## config.mk

```make
export PLATFORM = sky130hd
export DESIGN_NAME = usb_tx_encode
export DESIGN_NICKNAME = d
export VERILOG_FILES = /design/src/rtl/usb_tx_encode.sv
export SDC_FILE = /design/constraint.sdc
export NUM_CORES = 1
export LEC_CHECK = 0
export ABC_AREA = 0
export CORE_MARGIN = 8
export CORE_UTILIZATION = 60
export DETAILED_ROUTE_END_ITERATION = 10
export HOLD_SLACK_MARGIN = 0.15
export PLACE_DENSITY = 0.85
export SETUP_SLACK_MARGIN = 0.5
export SLEW_MARGIN = 20
export SYNTH_ARGS = -nofsm -noshare
export SYNTH_HDL_FRONTEND = slang
export SYNTH_SLANG_ARGS = --single-unit
export TNS_END_PERCENT = 100
```

## constraint.sdc

```tcl
create_clock -name clk -period 6 [get_ports clk]
set_input_delay 1.2 -clock clk [delete_from_list [all_inputs] [get_ports clk]]
set_output_delay 1.2 -clock clk [all_outputs]
set_load 0.005 [all_outputs]
```

## src/rtl/usb_tx_encode.sv

```systemverilog
// USB transmit serializer: SYNC, LSB-first NRZI data with bit stuffing, EOP.
// A one-byte holding register decouples the byte handshake from the line timing.
`timescale 1ns/1ps
module usb_tx_encode #(
  parameter int CLKS_PER_BIT = 8
) (
  input  logic       clk,
  input  logic       rst,
  input  logic [7:0] tx_data,
  input  logic       tx_valid,
  input  logic       tx_last,
  output logic       tx_ready,
  output logic       tx_busy,
  output logic       tx_err,
  output logic       d_plus,
  output logic       d_minus
);

  // state   | meaning
  // IDLE    | line J, waiting for first byte
  // SYNC    | shifting out the fixed SYNC byte
  // DATA    | shifting out packet bytes
  // EOP_SE0 | two bit periods of SE0
  // EOP_J   | one bit period of J, then IDLE
  localparam logic [2:0] IDLE    = 3'd0;
  localparam logic [2:0] SYNC    = 3'd1;
  localparam logic [2:0] DATA    = 3'd2;
  localparam logic [2:0] EOP_SE0 = 3'd3;
  localparam logic [2:0] EOP_J   = 3'd4;

  localparam int            CW        = (CLKS_PER_BIT > 2) ? $clog2(CLKS_PER_BIT) : 1;
  localparam logic [CW-1:0] CYC_LOAD  = CW'(CLKS_PER_BIT - 1);
  localparam logic [CW-1:0] CYC_ONE   = CW'(1);
  localparam logic [7:0]    SYNC_BYTE = 8'h80;

  logic [2:0]    state_q, state_d;
  logic [7:0]    hold_q, hold_d;
  logic          hold_full_q, hold_full_d;
  logic          last_acc_q, last_acc_d;
  logic [7:0]    shift_q, shift_d;
  logic [2:0]    bit_idx_q, bit_idx_d;
  logic [CW-1:0] cyc_q, cyc_d;
  logic [2:0]    ones_q, ones_d;
  logic          dp_q, dp_d;
  logic          dm_q, dm_d;
  logic          err_q, err_d;

  logic          hs;
  logic          bit_end;
  logic          send_bit;
  logic          nxt_bit;

  assign tx_ready = ~hold_full_q & ~last_acc_q &
                    (state_q != EOP_SE0) & (state_q != EOP_J);
  assign hs       = tx_valid & tx_ready;
  assign bit_end  = (cyc_q == '0);

  assign tx_busy  = (state_q != IDLE);
  assign tx_err   = err_q;
  assign d_plus   = dp_q;
  assign d_minus  = dm_q;

  always_comb begin
    state_d     = state_q;
    hold_d      = hold_q;
    hold_full_d = hold_full_q;
    last_acc_d  = last_acc_q;
    shift_d     = shift_q;
    bit_idx_d   = bit_idx_q;
    cyc_d       = cyc_q;
    ones_d      = ones_q;
    dp_d        = dp_q;
    dm_d        = dm_q;
    err_d       = 1'b0;
    send_bit    = 1'b0;
    nxt_bit     = 1'b0;

    if (hs) begin
      hold_d      = tx_data;
      hold_full_d = 1'b1;
      if (tx_last) begin
        last_acc_d = 1'b1;
      end
    end

    case (state_q)
      IDLE: begin
        if (hs) begin
          state_d   = SYNC;
          shift_d   = {1'b0, SYNC_BYTE[7:1]};
          bit_idx_d = '0;
          cyc_d     = CYC_LOAD;
          send_bit  = 1'b1;
          nxt_bit   = SYNC_BYTE[0];
        end
      end

      SYNC, DATA: begin
        if (!bit_end) begin
          cyc_d = cyc_q - CYC_ONE;
        end else begin
          cyc_d = CYC_LOAD;
          if (ones_q == 3'd6) begin
            // stuff bit: forced toggle, byte position unchanged
            dp_d   = ~dp_q;
            dm_d   = ~dm_q;
            ones_d = '0;
          end else if (bit_idx_q != 3'd7) begin
            bit_idx_d = bit_idx_q + 3'd1;
            shift_d   = {1'b0, shift_q[7:1]};
            send_bit  = 1'b1;
            nxt_bit   = shift_q[0];
          end else if (hold_full_q || hs) begin
            // a byte arriving on the boundary cycle is used directly
            shift_d     = hold_full_q ? {1'b0, hold_q[7:1]} : {1'b0, tx_data[7:1]};
            nxt_bit     = hold_full_q ? hold_q[0] : tx_data[0];
            hold_full_d = 1'b0;
            state_d     = DATA;
            bit_idx_d   = '0;
            send_bit    = 1'b1;
          end else begin
            state_d   = EOP_SE0;
            err_d     = ~last_acc_q;
            bit_idx_d = '0;
            dp_d      = 1'b0;
            dm_d      = 1'b0;
          end
        end
      end

      EOP_SE0: begin
        if (!bit_end) begin
          cyc_d = cyc_q - CYC_ONE;
        end else begin
          cyc_d = CYC_LOAD;
          if (bit_idx_q == 3'd0) begin
            bit_idx_d = 3'd1;
          end else begin
            state_d   = EOP_J;
            bit_idx_d = '0;
            dp_d      = 1'b1;
            dm_d      = 1'b0;
          end
        end
      end

      EOP_J: begin
        if (!bit_end) begin
          cyc_d = cyc_q - CYC_ONE;
        end else begin
          state_d     = IDLE;
          cyc_d       = '0;
          ones_d      = '0;
          last_acc_d  = 1'b0;
          hold_full_d = 1'b0;
          dp_d        = 1'b1;
          dm_d        = 1'b0;
        end
      end

      default: begin
        state_d = IDLE;
      end
    endcase

    // NRZI: a zero toggles the line, a one holds it and extends the run
    if (send_bit) begin
      if (nxt_bit) begin
        ones_d = ones_q + 3'd1;
      end else begin
        ones_d = '0;
        dp_d   = ~dp_q;
        dm_d   = ~dm_q;
      end
    end
  end

  always_ff @(posedge clk) begin
    if (rst) begin
      state_q     <= IDLE;
      hold_q      <= '0;
      hold_full_q <= 1'b0;
      last_acc_q  <= 1'b0;
      shift_q     <= '0;
      bit_idx_q   <= '0;
      cyc_q       <= '0;
      ones_q      <= '0;
      dp_q        <= 1'b1;
      dm_q        <= 1'b0;
      err_q       <= 1'b0;
    end else begin
      state_q     <= state_d;
      hold_q      <= hold_d;
      hold_full_q <= hold_full_d;
      last_acc_q  <= last_acc_d;
      shift_q     <= shift_d;
      bit_idx_q   <= bit_idx_d;
      cyc_q       <= cyc_d;
      ones_q      <= ones_d;
      dp_q        <= dp_d;
      dm_q        <= dm_d;
      err_q       <= err_d;
    end
  end

endmodule
```

==> flow_summary.toml <==
[routing]
drt_iter0_markers = 173
viasPerCell = 5.92
wl_mm = 4.19
drtPass1Iterations = 4
via_count = 1729
final_antenna_net_count = 0
drc_errors = 0
wl_per_cell_um = 14.4

[grt]
grtUsageTotal_pct = 17.5
grt_pass1_vias = 1636
grt_pass1_wl_mm = 7.42
grt.overflow.total = 0
antenna_found_initial = 0
grt_max_degree = 31

[sta]
finalSetupTns_ns = 0
drv_slew = 0
rsz0062_at_grt = "false"
slew_headroom_pct = 51.6
skew_ns = 0.0165
period_needed_ns = 3.68
clock.fmax_ghz = 0.272
finalHoldViolations = 0
min_period_over_period_pct = 61.4
tightest_slew_ns = 0.725
setup_violations = 0

[clock_tree]
cts-root-buf = "clkbuf_4"
worstSkewPairLatency_ns = 0.35
post_cts_resized = 0
cts_max_level = 2
cts_tree = "yes"
cts_setup_buffers = 0
postCtsHoldBufs = 0
clkSinkCount = 32
cts_max_path_buffers = 2
path_clk_slew_ns = 0.10
numCtsBuffers = 5

[layout]
drive_above_1_share_pct = 10.2
antenna_cells = 0
fillers = 281
nets = 264
synthToLayoutAreaGrowth_pct = 10.2
instances_no_fill = 292

[yosys]
synth_compound_area_share_pct = 23.8
synth_edf_count = 0
ys_ff_latch = 32
ys.flop_type = "dfxtp_1"
yosysSeqAreaShare_pct = 32.2
synth.net_count = 257
synth_area_per_cell_um2 = 8.36
yosysUniqueCellTypes = 57
netlist_area_mm2 = 0.00199
yosys_warnings = 0
synth-async-reset-ratio_pct = 0
synth_top_family_by_area = "compound AO/OA/AOI/OAI gates"
syn_inst = 238
synthAdderAreaFrac_pct = 4.90
synthXorXnorAreaFrac_pct = 0.440
synth.area.mux_share_pct = 8.17
synthSimpleGateAreaFrac_pct = 23.6

[worst_setup_path]
crit_required_ns = 4.80
slowest_stage = "dfxtp_1"
cp_num_buf_inv = 1
worstPathMaxFanout = 23
cp.arrival_ns = 2.48
critical_path.max_stage_delay_ns = 0.76
critPathCaptureType = "output pin"
critPathKind = "flip-flop to output pin"
cp-start-kind = "flip-flop"
crit_chain = "and2b_4 > a21oi_1 > nor3b_1 > clkdlybuf4s50_1"
critPathTopFamily = "flip-flops"

[die]
die_y_um = 73.6
initial_core_util_pct = 61.1
core-area_mm2 = 0.00326
pin_count = 17
die_area_mm2 = 0.00542
die_x_um = 73.6
core.rowCount = 21

[placement]
gp_congestion = 0.895
place.detailed.hpwl_mm = 2.94
portBuffers = 16
dp.cells = 284

[power_and_ir_drop]
switchingPower_uw = 244
seqPwrFrac_pct = 39.9
pwr-share-clk_pct = 24.1
powerDensity_mw_per_mm2 = 308
p_leak_nw = 0.806
power.internal_uw = 432
irDropWorstVdd_v = 0.000164
power_switching_share_pct = 36.0
p_comb_share_pct = 35.9

[flow_run]
max_cap_violations = 0

[hold_path]
hold_path.class = "flip-flop to flip-flop"

[run_status]
status = "completed"
-- routing by layer --
metal / vias to the layer above / global-route usage, % / part of all wire (%)
met3: 13 / 5.73 / 5.1
met5: - / 0 / 0
li1: 866 / - / -
met1: 804 / 21.7 / 47
met2: 46 / 27.1 / 46
met4: 0 / 6.87 / 1.9
-- registers in the layout (all words and copies together) (netlist names) --
name,count
hold_q,8
shift_q,7
bit_idx_q,3
cyc_q,3
ones_q,3
state_q,3
d_minus,1
d_plus,1
hold_full_q,1
last_acc_q,1
tx_err,1
-- synthesized netlist by cell type, types with 5 or more instances --
cell,number,share of area [%]
a211oi_1,5,1.9
a21oi_1,18,4.5
a31oi_1,5,1.6
clkbuf_1,7,1.3
dfxtp_1,32,32
ha_1,7,4.4
inv_1,10,1.9
mux2i_1,14,7.0
nand2_1,21,4.0
nor2_1,24,4.5
nor3_1,6,1.5
o21ai_0,14,3.5
or3_1,7,2.2
-- through the flow --
stage | area [µm²] | hold WS, ns | util, % | power, mW | setup WS, ns
floorplan | 1990 | 0.433 | - | 0.463 | 3.51
global placement | 2120 | 0.439 | 65.0 | 0.509 | 2.65
detailed placement | 2120 | 0.445 | 65.0 | 0.514 | 2.53
CTS | 2190 | 0.460 | 67.3 | 0.677 | 2.35
global route | 2190 | 0.492 | 67.3 | 0.725 | 2.09
finish | 2190 | 0.457 | 67.3 | 0.676 | 2.32
-- layout by cell type, fill, tap and decap left out, types with 2 or more instances in the layout --
cell             instances
dfxtp_1                 32
nor2_1                  24
nand2_1                 21
a21oi_1                 18
clkdlybuf4s50_1         16
mux2i_1                 14
o21ai_0                 14
inv_1                   10
or3_1                    7
ha_1                     7
nor3_1                   6
a211oi_1                 5
a31oi_1                  5
clkbuf_4                 5
nand2b_1                 4
o21ai_1                  4
nand3_1                  4
a21o_1                   3
nor3b_1                  2
nor2b_1                  2
a311oi_1                 2
or2_1                    2
nand4_1                  2
mux2_2                   2
-- kinds of logic after synthesis --
kind of cell               Yosys count
DFF                                 32
xor gates and xnor gates             1
AOI/OAI and AO/OA                   68
buffers and inverters               27
muxes                               16
adders and majority gates            8
and+or+nand+nor                     86
-- path summary, 6_finish.rpt --
| path | startpoint | to | slack (ns) | depth (start not counted) |
|---|---|---|---|---|
| worst max-delay path | state_q[2] | tx_ready | 2.32 | 4 |
| worst max register to register | cyc_q[0] | d_minus | 3.32 | 9 |
| worst min register to register | shift_q[1] | shift_q[1] | 0.46 | 2 |
| worst min-delay path | shift_q[1] | shift_q[1] | 0.46 | 2 |
-- worst register-to-register path: cells and delay by family (launching register included) --
family	cells	cell delay [ns]
AND/OR/NAND/NOR	3	0.62
buffers and inverters	1	0.06
AO/OA/AOI/OAI	4	1.18
adder cells (fa/ha/maj)	1	0.37
flip-flops	1	0.34
-- power groups by stage --
stage / registers [mW] / clock network (mW) / logic (mW)
floorplan: 0.256 / 0 / 0.206
global placement: 0.273 / 0 / 0.237
detailed placement: 0.274 / 0 / 0.241
CTS: 0.269 / 0.166 / 0.242
global route: 0.275 / 0.179 / 0.272
finish: 0.270 / 0.163 / 0.243
-- layout make-up --
class                           count  area (µm²)  share of cell area [%]
Multi-Input combinational cell    179        1210                    55.3
Timing Repair Buffer               17         168                    7.64
Inverter                           10        37.5                    1.71
Clock inverter                      2        35.0                    1.60
Clock buffer                        6        41.3                    1.88
Sequential cell                    32         641                    29.2
Tap cell                           46        57.6                    2.62
No activity file was read; power rests on OpenSTA's default activity.
